$ cat config.mk
export PLATFORM = sky130hd
export DESIGN_NAME = booth_radix4_multiplier
export DESIGN_NICKNAME = d
export VERILOG_FILES = /design/src/rtl/booth_pkg.sv /design/src/rtl/booth_radix4_recoder.sv /design/src/rtl/booth_radix4_multiplier.sv
export SDC_FILE = /design/constraint.sdc
export NUM_CORES = 1
export LEC_CHECK = 0
export BUFFER_PORTS_ARGS = -buffer_cell sky130_fd_sc_hd__buf_2
export CAP_MARGIN = 15
export CORE_MARGIN = 2
export CORE_UTILIZATION = 40
export CTS_CLUSTER_DIAMETER = 120
export DETAILED_ROUTE_END_ITERATION = 8
export MAX_ROUTING_LAYER = met4
export PLACE_DENSITY = 0.58
export SYNTH_ARGS = -nofsm -noshare
export SYNTH_HDL_FRONTEND = slang
export SYNTH_SLANG_ARGS = --single-unit
$ cat constraint.sdc
create_clock -name clk_i -period 5.42 [get_ports clk_i]
set_clock_uncertainty 0.2 [all_clocks]
set_input_delay 1.084 -clock clk_i [delete_from_list [all_inputs] [get_ports clk_i]]
set_output_delay 1.084 -clock clk_i [all_outputs]
set_load 0.02 [all_outputs]
$ cat src/rtl/booth_pkg.sv
// ============================================================================
//  Module      : booth_pkg
//  Description : Shared types, recode selects and width helpers for the
//                radix-4 Booth sequential multiplier.
//  Revision    : 1.0  initial release
// ============================================================================
`default_nettype none

package booth_pkg;

    typedef enum logic [1:0] {
        ST_IDLE = 2'd0,
        ST_CALC = 2'd1,
        ST_DONE = 2'd2
    } state_t;

    typedef enum logic [2:0] {
        ZERO = 3'd0,
        PM   = 3'd1,
        P2M  = 3'd2,
        NM   = 3'd3,
        N2M  = 3'd4
    } booth_sel_t;

    // Extended operand width: two guard bits so unsigned operands stay positive.
    function automatic int booth_w(input int data_size);
        return data_size + 2;
    endfunction

    function automatic int booth_acc_w(input int data_size);
        return data_size + 4;
    endfunction

    function automatic int booth_steps(input int data_size);
        return data_size / 2 + 1;
    endfunction

    function automatic int booth_cnt_w(input int data_size);
        return $clog2(booth_steps(data_size) + 1);
    endfunction

    function automatic booth_sel_t booth_decode(input logic [2:0] triplet);
        case (triplet)
            3'b001, 3'b010: return PM;
            3'b011:         return P2M;
            3'b100:         return N2M;
            3'b101, 3'b110: return NM;
            default:        return ZERO;
        endcase
    endfunction

endpackage

`default_nettype wire

$ cat src/rtl/booth_radix4_recoder.sv
// ============================================================================
//  Module      : booth_radix4_recoder
//  Description : Maps a Booth triplet {q[1],q[0],q_1} and the extended
//                multiplicand to the signed addend for one radix-4 step.
//  Revision    : 1.0  initial release
// ============================================================================
`default_nettype none

module booth_radix4_recoder
    import booth_pkg::*;
#(
    parameter int DATA_SIZE = 8
) (
    input  logic [2:0]                        triplet_i,
    input  logic [booth_w(DATA_SIZE)-1:0]     m_i,
    output logic [booth_acc_w(DATA_SIZE)-1:0] addend_o
);

    localparam int W     = booth_w(DATA_SIZE);
    localparam int ACC_W = booth_acc_w(DATA_SIZE);

    logic [ACC_W-1:0] w_m_x;
    logic [ACC_W-1:0] w_m2_x;

    assign w_m_x  = {{2{m_i[W-1]}}, m_i};
    assign w_m2_x = {m_i[W-1], m_i, 1'b0};

    always_comb begin
        addend_o = '0;
        case (booth_decode(triplet_i))
            PM:      addend_o = w_m_x;
            P2M:     addend_o = w_m2_x;
            NM:      addend_o = -w_m_x;
            N2M:     addend_o = -w_m2_x;
            default: addend_o = '0;
        endcase
    end

endmodule

`default_nettype wire

$ cat src/rtl/booth_radix4_multiplier.sv
// ============================================================================
//  Module      : booth_radix4_multiplier
//  Description : Sequential radix-4 Booth multiplier, signed or unsigned,
//                with start/ready request, valid/ack result and abort.
//  Revision    : 1.0  initial release
// ============================================================================
`default_nettype none

module booth_radix4_multiplier
    import booth_pkg::*;
#(
    parameter int DATA_SIZE = 8
) (
    input  logic                     clk_i,
    input  logic                     reset_ni,
    input  logic                     start_i,
    input  logic                     signed_mode_i,
    input  logic [DATA_SIZE-1:0]     multiplicand_i,
    input  logic [DATA_SIZE-1:0]     multiplier_i,
    input  logic                     abort_i,
    input  logic                     result_ack_i,
    output logic                     ready_o,
    output logic                     data_valid_o,
    output logic [2*DATA_SIZE-1:0]   product_o
);

    localparam int W     = booth_w(DATA_SIZE);
    localparam int ACC_W = booth_acc_w(DATA_SIZE);
    localparam int N     = booth_steps(DATA_SIZE);
    localparam int CNT_W = booth_cnt_w(DATA_SIZE);
    localparam int SH_W  = ACC_W + W + 1;

    state_t                 state_q,   state_d;
    logic [CNT_W-1:0]       cnt_q,     cnt_d;
    logic [ACC_W-1:0]       acc_q,     acc_d;
    logic [W-1:0]           q_q,       q_d;
    logic                   q1_q,      q1_d;
    logic [DATA_SIZE-1:0]   m_q,       m_d;
    logic                   mode_q,    mode_d;
    logic [2*DATA_SIZE-1:0] product_q, product_d;
    logic                   valid_q,   valid_d;

    logic [W-1:0]           w_m_ext;
    logic [W-1:0]           w_q_ext;
    logic [ACC_W-1:0]       w_addend;
    logic [ACC_W-1:0]       w_sum;
    logic signed [SH_W-1:0] w_cat;
    logic signed [SH_W-1:0] w_shift;

    // Multiplicand is kept narrow and re-extended each step using the latched mode.
    assign w_m_ext = mode_q        ? {{2{m_q[DATA_SIZE-1]}}, m_q}
                                   : {2'b00, m_q};
    assign w_q_ext = signed_mode_i ? {{2{multiplier_i[DATA_SIZE-1]}}, multiplier_i}
                                   : {2'b00, multiplier_i};

    booth_radix4_recoder #(
        .DATA_SIZE (DATA_SIZE)
    ) u_recoder (
        .triplet_i ({q_q[1:0], q1_q}),
        .m_i       (w_m_ext),
        .addend_o  (w_addend)
    );

    assign w_sum   = acc_q + w_addend;
    assign w_cat   = {w_sum, q_q, q1_q};
    assign w_shift = w_cat >>> 2;

    always_comb begin
        state_d   = state_q;
        cnt_d     = cnt_q;
        acc_d     = acc_q;
        q_d       = q_q;
        q1_d      = q1_q;
        m_d       = m_q;
        mode_d    = mode_q;
        product_d = product_q;
        valid_d   = valid_q;

        case (state_q)
            ST_IDLE: begin
                if (start_i) begin
                    state_d = ST_CALC;
                    cnt_d   = CNT_W'(N);
                    acc_d   = '0;
                    q_d     = w_q_ext;
                    q1_d    = 1'b0;
                    m_d     = multiplicand_i;
                    mode_d  = signed_mode_i;
                end
            end
            ST_CALC: begin
                acc_d = w_shift[SH_W-1:W+1];
                q_d   = w_shift[W:1];
                q1_d  = w_shift[0];
                cnt_d = cnt_q - CNT_W'(1);
                if (cnt_q <= CNT_W'(1)) begin
                    state_d   = ST_DONE;
                    product_d = w_shift[2*DATA_SIZE:1];
                    valid_d   = 1'b1;
                end
            end
            ST_DONE: begin
                if (result_ack_i) begin
                    state_d = ST_IDLE;
                    valid_d = 1'b0;
                end
            end
            default: begin
                state_d = ST_IDLE;
                valid_d = 1'b0;
            end
        endcase

        // Abort overrides everything, including a final-step product load.
        if (abort_i) begin
            state_d   = ST_IDLE;
            valid_d   = 1'b0;
            product_d = product_q;
        end
    end

    always_ff @(posedge clk_i or negedge reset_ni) begin
        if (!reset_ni) begin
            state_q   <= ST_IDLE;
            cnt_q     <= '0;
            acc_q     <= '0;
            q_q       <= '0;
            q1_q      <= 1'b0;
            m_q       <= '0;
            mode_q    <= 1'b0;
            product_q <= '0;
            valid_q   <= 1'b0;
        end else begin
            state_q   <= state_d;
            cnt_q     <= cnt_d;
            acc_q     <= acc_d;
            q_q       <= q_d;
            q1_q      <= q1_d;
            m_q       <= m_d;
            mode_q    <= mode_d;
            product_q <= product_d;
            valid_q   <= valid_d;
        end
    end

    assign ready_o      = (state_q == ST_IDLE);
    assign data_valid_o = valid_q;
    assign product_o    = product_q;

endmodule

`default_nettype wire
==> results.yml, run 1 <==
finish:
  multi_input_comb_area_sq_mm: 0.001725
  fin_area_sq_mm: 0.003517
  fin_nets: 429
  fillCellCount: 777
  regArea_sq_mm: 0.001301
  diodes: 0
  syn2layout_area_growth_pct: 11.86
  drive_gt1_share_pct: 16.28
  fin_cells: 495
detailed_routing:
  via_count: 2559
  drc_errors: 0
  wl_per_cell_um: 13.61
  wirelength_mm: 6.736
  viasPerCell: 5.170
  initialDrtViolationCount: 168
  dr.pass1.iters: 4
  ant_nets: 0
place:
  place_area_sq_mm: 0.003402
  gp_congestion: 0.8744
  post-place-ws_ns: 1.511
  dp_hpwl_mm: 4.827
  port-buffer-count: 39
  dp.cells: 487
clock_tree:
  postCtsSetupRepairBufs: 0
  clk_pin_slew_ns: 0.11
  cts.sinks: 52
  cts_tree: "done"
  cts_buffers: 5
  root_buffer: "clkbuf_8"
  insertion_delay_ns: 0.32
  post_cts_resized: 0
  htree_levels: 2
  clk_path_buf_depth: 2
  hold_buffers: 0
timing:
  drv_slew: 0
  setup_slack_ns: 1.517
  finalCritPeriodShare_pct: 72.00
  whs_ns: 0.2779
  layout_min_cycle_time_ns: 3.903
  rsz0062_at_grt: "no"
  hold_viol: 0
  clock.fmax_mhz: 256.2
  tightest_slew_ns: 0.9052
  setup_tns_ns: 0
  setup-violations-final: 0
  slew-limit-headroom_pct: 39.15
status:
  status: "finished clean"
worst_setup_path:
  worstSetupPathType: "reg -> reg"
  worst-path-max-fanout: 5
  cp.arrival_ns: 3.92
  crit_required_ns: 5.43
  endpoint_kind: "register"
  start_kind: "register"
yosys:
  synth_cells: 362
  synth_top_area_share_pct: 41.38
  synth_edf_count: 0
  synthesis.area_sq_mm: 0.003144
  yosys-top-cells-area: "dfrtp_1, nand2_1, ha_1"
  ys_types: 44
  ys_seq_area_share_pct: 41.38
  postSynthAreaPerCell_sq_um: 8.686
  ys_seq_elements: 52
  synthArstFlopShare_pct: 100.0
  yosysTopAreaCell: "dfrtp_1"
  synth_flop_cell: "dfrtp_1"
  synth_fp_nets: 399
  yosysWarnings: 0
global_routing:
  globalRouteTotalUtil_pct: 18.07
  grt_max_degree: 53
  grt_overflow: 0
  first_global_vias: 2607
  antenna_found_initial: 0
  grt_pass1_wl_mm: 12.21
floorplanning:
  die-width_um: 92.66
  dieArea_sq_mm: 0.008586
  io_pins: 40
  fp.dieH_um: 92.66
  start_util_pct: 40.90
  rows: 32
  coreArea_sq_mm: 0.007687
power:
  cellPowerDensity_mw_per_mm2: 529.2
  p_leak_nw: 1.678
  ir_drop_mv: 0.2215
flow_run:
  drv_cap: 0
min_path:
  hp-class: "reg -> reg"
Yosys cell counts, types with 2 or more instances:
library cell / instances
nor2b_1: 2
a311oi_1: 2
xnor2_1: 8
mux2i_1: 7
o21ai_1: 3
mux2_2: 9
nor3_1: 2
a211oi_1: 4
o21bai_1: 4
inv_1: 7
clkbuf_1: 15
o22ai_1: 9
a21oi_1: 21
a2111oi_0: 2
dfrtp_1: 52
nand3_1: 6
a221oi_1: 5
o21ai_0: 27
and2_1: 3
nand2_1: 85
a22oi_1: 3
nand2b_1: 4
or3_1: 2
ha_1: 14
buf_6: 2
xor2_1: 10
a21o_1: 5
a31oi_1: 7
nor2_1: 27
layout by cell type, fill, tap and decap left out, types with 2 or more instances in the layout:
cell,netlist,routed
nand2_1,85,85
dfrtp_1,52,52
buf_2,1,39
nor2_1,27,27
o21ai_0,27,27
a21oi_1,21,21
ha_1,14,14
xor2_1,10,10
mux2_2,9,9
o22ai_1,9,9
xnor2_1,8,8
inv_1,7,7
mux2i_1,7,7
a31oi_1,7,7
nand3_1,6,6
a221oi_1,5,5
a21o_1,5,5
clkbuf_8,0,5
nand2b_1,4,4
a211oi_1,4,4
o21bai_1,4,4
and2_1,3,3
o21ai_1,3,3
a22oi_1,3,3
buf_4,0,3
nor2b_1,2,2
nor3_1,2,2
or3_1,2,2
a311oi_1,2,2
a2111oi_0,2,2
area by class of cell:
class	instances	share of cell area, %
Clock inverter	3	1.316
Tap cell	102	3.629
Sequential cell	52	37.00
Inverter	8	0.8538
Clock buffer	5	1.957
Multi-Input combinational cell	283	49.06
Timing Repair Buffer	42	6.190
kinds of logic (layout without fill, tap and decap cells):
family          after synthesis  count (layout)  share of synthesized area (%)
buf+inv                      27              58                          3.740
compound gates               95              95                          18.50
fa+ha+maj                    15              15                          6.208
simple gates                139             139                          19.70
xor+xnor                     18              18                          5.014
mux                          16              16                          5.452
flops                        52              52                          41.38
per-layer routing:
layer	track usage, %	routed length, um	up-vias
li1	-	-	1321
met4	5.882	102	0
met1	23.89	3357	1182
met3	2.685	237	12
met2	28.83	3040	44
met5	-	0	-
where the power goes:
group	total, mW	leakage, nW	switching (mW)	internal, mW
clock	0.281	0.0548	0.142	0.139
combinational	0.919	0.961	0.535	0.384
sequential	0.661	0.662	0.140	0.521
total	1.86	1.68	0.817	1.04
per-stage QoR:
stage          power (mW)  util (%)
3_3_place_gp        1.585     44.25
2_1_floorplan       1.364         -
3_5_place_dp        1.594     44.25
4_1_cts             1.885     45.75
6_report            1.861     45.75
5_1_grt             2.049     45.75
sequential cells by signal, summed over array words and instances, names as in the netlist:
name          flops
acc_q            10
product_o        16
state_q           2
q1_q              1
cnt_q             3
mode_q            1
m_q               8
q_q              10
data_valid_o      1
worst max-delay path, cell delays in order (launching register included):
cell	delay [ns]
dfrtp_1	0.41
inv_1	0.09
ha_1	0.20
or4b_4	0.51
nor2_1	0.21
nor2_1	0.09
a21o_1	0.18
a221oi_1	0.23
a21oi_1	0.10
ha_1	0.38
a2111oi_0	0.37
o21ai_0	0.19
nand4_1	0.15
a31oi_1	0.11
xor2_1	0.18
a22oi_2	0.12
o21ai_1	0.08
path summary, 6_finish.rpt:
kind,slack (ns),from,endpoint,cells past startpoint
hold reg to reg,0.28,product_o[1]$_DFFE_PN0P_,product_o[1]$_DFFE_PN0P_,2
max in group asynchronous,3.89,reset_ni,m_q[5]$_DFFE_PN0P_,2
min in group asynchronous,0.66,reset_ni,acc_q[7]$_DFFE_PN0P_,2
hold / removal,0.28,product_o[1]$_DFFE_PN0P_,product_o[1]$_DFFE_PN0P_,2
setup reg to reg,1.52,m_q[0]$_DFFE_PN0P_,acc_q[10]$_DFFE_PN0P_,16
setup / recovery,1.52,m_q[0]$_DFFE_PN0P_,acc_q[10]$_DFFE_PN0P_,16
No activity file was read; power rests on OpenSTA's default activity.
==> run 2, diff against run 1 <==
--- a/config.mk
+++ b/config.mk
@@ -5,6 +5,7 @@
 export SDC_FILE = /design/constraint.sdc
 export NUM_CORES = 1
 export LEC_CHECK = 0
+export ABC_AREA = 1
 export BUFFER_PORTS_ARGS = -buffer_cell sky130_fd_sc_hd__buf_2
 export CAP_MARGIN = 15
 export CORE_MARGIN = 2
==> constraint.sdc (replaced) <==
create_clock -name clk_i -period 3.7 [get_ports clk_i]
set_clock_uncertainty 0.2 [all_clocks]
set_input_delay 0.74 -clock clk_i [delete_from_list [all_inputs] [get_ports clk_i]]
set_output_delay 0.74 -clock clk_i [all_outputs]
set_load 0.02 [all_outputs]
==> results.yml, run 2 <==
status:
  status: "finished clean"
detailed_routing:
  dr.pass1.iters: 4
  ant_nets: 0
  drc_errors: 0
  viasPerCell: 4.923
  wl_per_cell_um: 12.76
  wirelength_mm: 6.775
  via_count: 2614
  initialDrtViolationCount: 180
worst_setup_path:
  crit_required_ns: 3.70
  worst-path-max-fanout: 5
  start_kind: "register"
  worstSetupPathType: "reg -> reg"
  critPathLaunch: "m_q[0]$_DFFE_PN0P_"
  rrSetupSlack_ns: 0.81
  endpoint_kind: "register"
  cp.arrival_ns: 2.89
  worstReg2RegStart: "m_q[0]$_DFFE_PN0P_"
floorplanning:
  coreArea_sq_mm: 0.007687
  io_pins: 40
  fp.dieH_um: 92.86
  start_util_pct: 41.08
  die-width_um: 92.86
  dieArea_sq_mm: 0.008622
  rows: 32
clock_tree:
  postCtsSetupRepairBufs: 0
  clk_path_buf_depth: 2
  post_cts_resized: 0
  clk_pin_slew_ns: 0.10
  hold_buffers: 0
  root_buffer: "clkbuf_8"
  cts.sinks: 52
  cts_tree: "done"
  cts_buffers: 5
  insertion_delay_ns: 0.31
  htree_levels: 2
timing:
  layout_min_cycle_time_ns: 2.890
  slew-limit-headroom_pct: 48.87
  hold_viol: 0
  clock.fmax_mhz: 346.1
  finalCritPeriodShare_pct: 78.10
  setup_tns_ns: 0
  tightest_slew_ns: 0.7670
  whs_ns: 0.2784
  drv_slew: 0
  rsz0062_at_grt: "no"
  setup-violations-final: 0
finish:
  diodes: 0
  fillCellCount: 800
  fin_cells: 531
  fin_area_sq_mm: 0.003540
  final_cell_mix: "nand2_1, dfrtp_1, inv_1, buf_2"
  syn2layout_area_growth_pct: 12.08
  drive_gt1_share_pct: 19.58
  largest_reg_flops: 16
  final_common_cell: "nand2_1"
  fin_nets: 465
yosys:
  yosysTopAreaCell: "dfrtp_1"
  yosys-top-cells-count: "nand2_1, dfrtp_1, inv_1"
  ys_types: 40
  ys_seq_elements: 52
  yosysWarnings: 0
  synth_edf_count: 0
  yosys-top-cells-area: "dfrtp_1, nand2_1, ha_1"
  postSynthAreaPerCell_sq_um: 8.139
  synth_fp_nets: 425
  synth_most_common_cell: "nand2_1"
  synthesis.area_sq_mm: 0.003158
  ys_seq_area_share_pct: 41.20
  synth_cells: 388
  synth_flop_cell: "dfrtp_1"
  synthArstFlopShare_pct: 100.0
  synth_top_area_share_pct: 41.20
min_path:
  hold_start: "data_valid_o$_DFFE_PN0P_"
  hp-class: "reg -> reg"
power:
  power_frac_seq_pct: 28.7
  internal_power_mw: 1.698
  swShare_pct: 49.01
  ir_drop_mv: 0.3089
  comb_power_share_pct: 59.1
  clkPwrFrac_pct: 12.2
  p_leak_nw: 1.813
  cellPowerDensity_mw_per_mm2: 940.9
  p_sw_mw: 1.632
place:
  gp_congestion: 0.8219
  port-buffer-count: 39
  place_area_sq_mm: 0.003428
  dp.cells: 523
  dp_hpwl_mm: 5.208
global_routing:
  grt_overflow: 0
  antenna_found_initial: 0
  grt_max_degree: 35
  grt_pass1_wl_mm: 12.14
  globalRouteTotalUtil_pct: 18.14
  first_global_vias: 2544
flow_run:
  drv_cap: 0
==> run 2: cell count changes after synthesis, moves of 15 or more <==
cell / before / now
inv_1: 7 / 39
o21ai_1: 3 / 29
nand3_1: 6 / 29
o21ai_0: 27 / 5
nand2_1: 85 / 106
clkbuf_1: 15 / 0
nor2_1: 27 / 12
==> run 2: cell families (layout without fill, tap and decap cells) <==
| family | count (synthesis) | count (layout) | synth area share, % |
|---|---|---|---|
| and+or+nand+nor | 182 | 182 | 27.93 |
| buffers and inverters | 60 | 101 | 8.399 |
| adders and majority gates | 15 | 15 | 6.181 |
| AOI/OAI and AO/OA | 73 | 73 | 14.62 |
| xor gates and xnor gates | 6 | 6 | 1.664 |
| DFF | 52 | 52 | 41.20 |
==> run 2: power by group through the flow <==
stage	combinational [mW]	sequential, mW	clock [mW]
2_1_floorplan	1.48	1.03	0
5_1_grt	2.28	0.984	0.443
3_5_place_dp	1.98	0.967	0
4_1_cts	1.99	0.958	0.422
6_report	1.97	0.956	0.407
3_3_place_gp	1.96	0.960	0
==> run 2: worst max-delay path: stages, from the launching register on <==
cell and delay (ns):
dfrtp_1 0.43, inv_1 0.12, ha_1 0.19, nand2_1 0.06, nor2_1 0.12, inv_1 0.07
nor2_1 0.11, inv_2 0.05, nand2_1 0.05, inv_1 0.04, nand2_1 0.05, nand3_1 0.10
ha_1 0.35, a21oi_1 0.15, o21ai_1 0.12, a21oi_2 0.18, inv_2 0.05, or2_1 0.22
nand3_1 0.07, nand2_1 0.05
==> run 2: metrics by stage <==
stage               total power [mW]  utilization [%]  setup slack [ns]
floorplan                      2.505                -             1.126
global placement               2.919            44.60            0.8762
CTS                            3.367            46.04            0.8008
global route                   3.708            46.04            0.3817
detailed placement             2.949            44.60            0.8275
finish                         3.330            46.04            0.8103
==> run 2: final cells by class <==
type	count	area [sq um]	area share [%]
multi-input cells	276	1592	44.96
flip-flops and latches	52	1301	36.76
repair buffers	41	210.2	5.939
inverters	52	197.7	5.585
well taps	102	127.6	3.606
clock buffers	6	72.57	2.050
clock inverters	2	38.79	1.096
==> run 2: path summary, 6_finish.rpt <==
check	to	depth (start not counted)
max in group asynchronous	acc_q[6]$_DFFE_PN0P_	2
worst max register to register	acc_q[4]$_DFFE_PN0P_	19
worst min-delay path	data_valid_o$_DFFE_PN0P_	2
worst max-delay path	acc_q[4]$_DFFE_PN0P_	19
worst min register to register	data_valid_o$_DFFE_PN0P_	2
min in group asynchronous	product_o[3]$_DFFE_PN0P_	1
==> run 2: routing by layer <==
layer / vias to the layer above / routed length, um / GRT usage, %
li1: 1371 / - / -
met1: 1188 / 3449 / 25.05
met2: 48 / 3017 / 28.44
met3: 7 / 238 / 2.685
met4: 0 / 70 / 4.044
met5: - / 0 / -
==> run 3, diff against run 2 <==
--- a/config.mk
+++ b/config.mk
@@ -13,7 +13,7 @@
 export CTS_CLUSTER_DIAMETER = 120
 export DETAILED_ROUTE_END_ITERATION = 8
 export MAX_ROUTING_LAYER = met4
-export PLACE_DENSITY = 0.58
+export PLACE_DENSITY = 0.6
 export SYNTH_ARGS = -nofsm -noshare
 export SYNTH_HDL_FRONTEND = slang
 export SYNTH_SLANG_ARGS = --single-unit
==> constraint.sdc (replaced) <==
create_clock -name clk_i -period 2.5 [get_ports clk_i]
set_clock_uncertainty 0.2 [all_clocks]
set_input_delay 0.5 -clock clk_i [delete_from_list [all_inputs] [get_ports clk_i]]
set_output_delay 0.5 -clock clk_i [all_outputs]
set_load 0.02 [all_outputs]
==> results.yml, run 3 (same netlist as run 2, synthesis figures left out) <==
status:
  status: "complete, but fails checks"
  violations: "setup timing"
clock_tree:
  insertion_delay_ns: 0.32
  clk_pin_slew_ns: 0.11
  root_buffer: "clkbuf_8"
  clk_path_buf_depth: 2
  htree_levels: 2
  cts.sinks: 52
  cts_tree: "done"
  cts_buffers: 5
worst_setup_path:
  worstReg2RegStart: "m_q[0]$_DFFE_PN0P_"
  rrSetupSlack_ns: -0.25
  crit_end: "acc_q[5]$_DFFE_PN0P_"
  worstSetupPathType: "reg -> reg"
  critPathLaunch: "m_q[0]$_DFFE_PN0P_"
  start_kind: "register"
  worst-path-max-fanout: 4
  endpoint_kind: "register"
  cp.arrival_ns: 2.81
  reg2regPathDepth: 20
  r2r_end: "acc_q[5]$_DFFE_PN0P_"
  crit_required_ns: 2.56
min_path:
  hp-class: "in -> async"
floorplanning:
  fp.dieH_um: 92.86
  start_util_pct: 41.08
  die-width_um: 92.86
  coreArea_sq_mm: 0.007687
  io_pins: 40
  rows: 32
  dieArea_sq_mm: 0.008622
power:
  cellPowerDensity_mw_per_mm2: 1546
  p_leak_nw: 2.147
  ir_drop_mv: 0.5378
timing:
  tightest_slew_ns: 0.6563
  hold_viol: 0
  setup_tns_ns: -1.769
  setup_slack_ns: -0.2454
  drv_slew: 0
  finalCritPeriodShare_pct: 109.8
  clock.fmax_mhz: 364.2
  layout_min_cycle_time_ns: 2.745
  rsz0062_at_grt: "yes"
  slew-limit-headroom_pct: 56.25
  setup-violations-final: 11
finish:
  syn2layout_area_growth_pct: 35.02
  final_util_pct: 55.47
  drive_gt1_share_pct: 39.25
  final_common_cell: "nand2_1"
  diodes: 0
  largest_reg_flops: 16
  fin_nets: 515
  fillCellCount: 717
  fin_area_sq_mm: 0.004264
  regArea_sq_mm: 0.001301
  multi_input_comb_area_sq_mm: 0.001957
  final_cell_mix: "nand2_1, dfrtp_1, buf_4"
global_routing:
  grt_max_degree: 53
  grt_pass1_wl_mm: 13.17
  globalRouteTotalUtil_pct: 19.64
  grt_overflow: 0
  antenna_found_initial: 0
  first_global_vias: 2833
detailed_routing:
  drc_errors: 0
  route.met2.wl_mm: 3.845
  via_count: 2923
  routed.top_layer: "met4"
  wirelength_mm: 7.938
  wl_met3_um: 257
  met1_length_mm: 3.673
  initialDrtViolationCount: 110
  dr.pass1.iters: 4
  ant_nets: 0
  viasPerCell: 5.031
  wl_per_cell_um: 13.66
place:
  dp_hpwl_mm: 5.428
  gp_congestion: 0.8322
  place_area_sq_mm: 0.003769
  post-place-ws_ns: -0.2512
  port-buffer-count: 39
flow_run:
  drv_cap: 0
## run 3: timing repair
action                     in CTS  in global routing
hold buffers                    0                  0
buffers inserted                7                  4
gates cloned                    1                  0
pin swaps                      19                 19
hold endpoints to repair        0                  0
setup endpoints to repair      10                 14
gates resized for setup        28                 39
## run 3: metrics by stage
stage / std cells / hold slack [ns] / power (mW)
2_1_floorplan: 388 / 0.004409 / 3.823
3_3_place_gp: 561 / 0.2528 / 5.036
3_5_place_dp: 561 / 0.2616 / 5.110
4_1_cts: 577 / 0.1137 / 6.053
5_1_grt: 581 / 0.1417 / 7.139
6_report: 581 / 0.08740 / 6.591
## run 3: per-layer routing
layer,global-route usage (%),vias up
met5,-,-
met4,6.005,0
met3,3.092,13
met2,31.64,64
met1,25.62,1364
li1,-,1482
## run 3: final cells by class
cell class	count	share of cell area, %
clock buffers	5	1.614
multi-input cells	277	45.89
repair buffers	90	13.82
flip-flops and latches	52	30.52
well taps	102	2.993
clock inverters	3	0.5282
inverters	52	4.636
## run 3: power by group
group          switching [mW]  internal [mW]  leakage [nW]
logic                    2.57           2.07          1.44
clock network           0.318          0.202        0.0485
registers               0.256           1.17         0.654
total                    3.15           3.45          2.15
## run 3: worst max-delay path, cell delays in order (launching register included)
cell and delay [ns]:
dfrtp_1 0.43, inv_2 0.10, ha_4 0.13, nand2_2 0.06, nor2_4 0.10, inv_2 0.05
nor2_2 0.08, inv_2 0.06, o21ai_2 0.11, inv_1 0.06, nand2_1 0.07, nand3_2 0.11
ha_4 0.33, nand2_4 0.06, nor3_4 0.18, nand2_1 0.10, nand3_2 0.08, buf_4 0.11
nor2_1 0.04, nand3b_1 0.15, nand2_1 0.07
## run 3: worst min-delay path by stage
stage                                end                 startpoint  depth (start not counted)
6_report        product_o[6]$_DFFE_PN0P_                   reset_ni                          2
4_1_cts               q_q[0]$_DFFE_PN0P_                   reset_ni                          2
3_5_place_dp   product_o[13]$_DFFE_PN0P_  product_o[13]$_DFFE_PN0P_                          2
5_1_grt         product_o[7]$_DFFE_PN0P_                   reset_ni                          2
3_3_place_gp    data_valid_o$_DFFE_PN0P_   data_valid_o$_DFFE_PN0P_                          2
2_1_floorplan       acc_q[0]$_DFFE_PN0P_                   reset_ni                          0
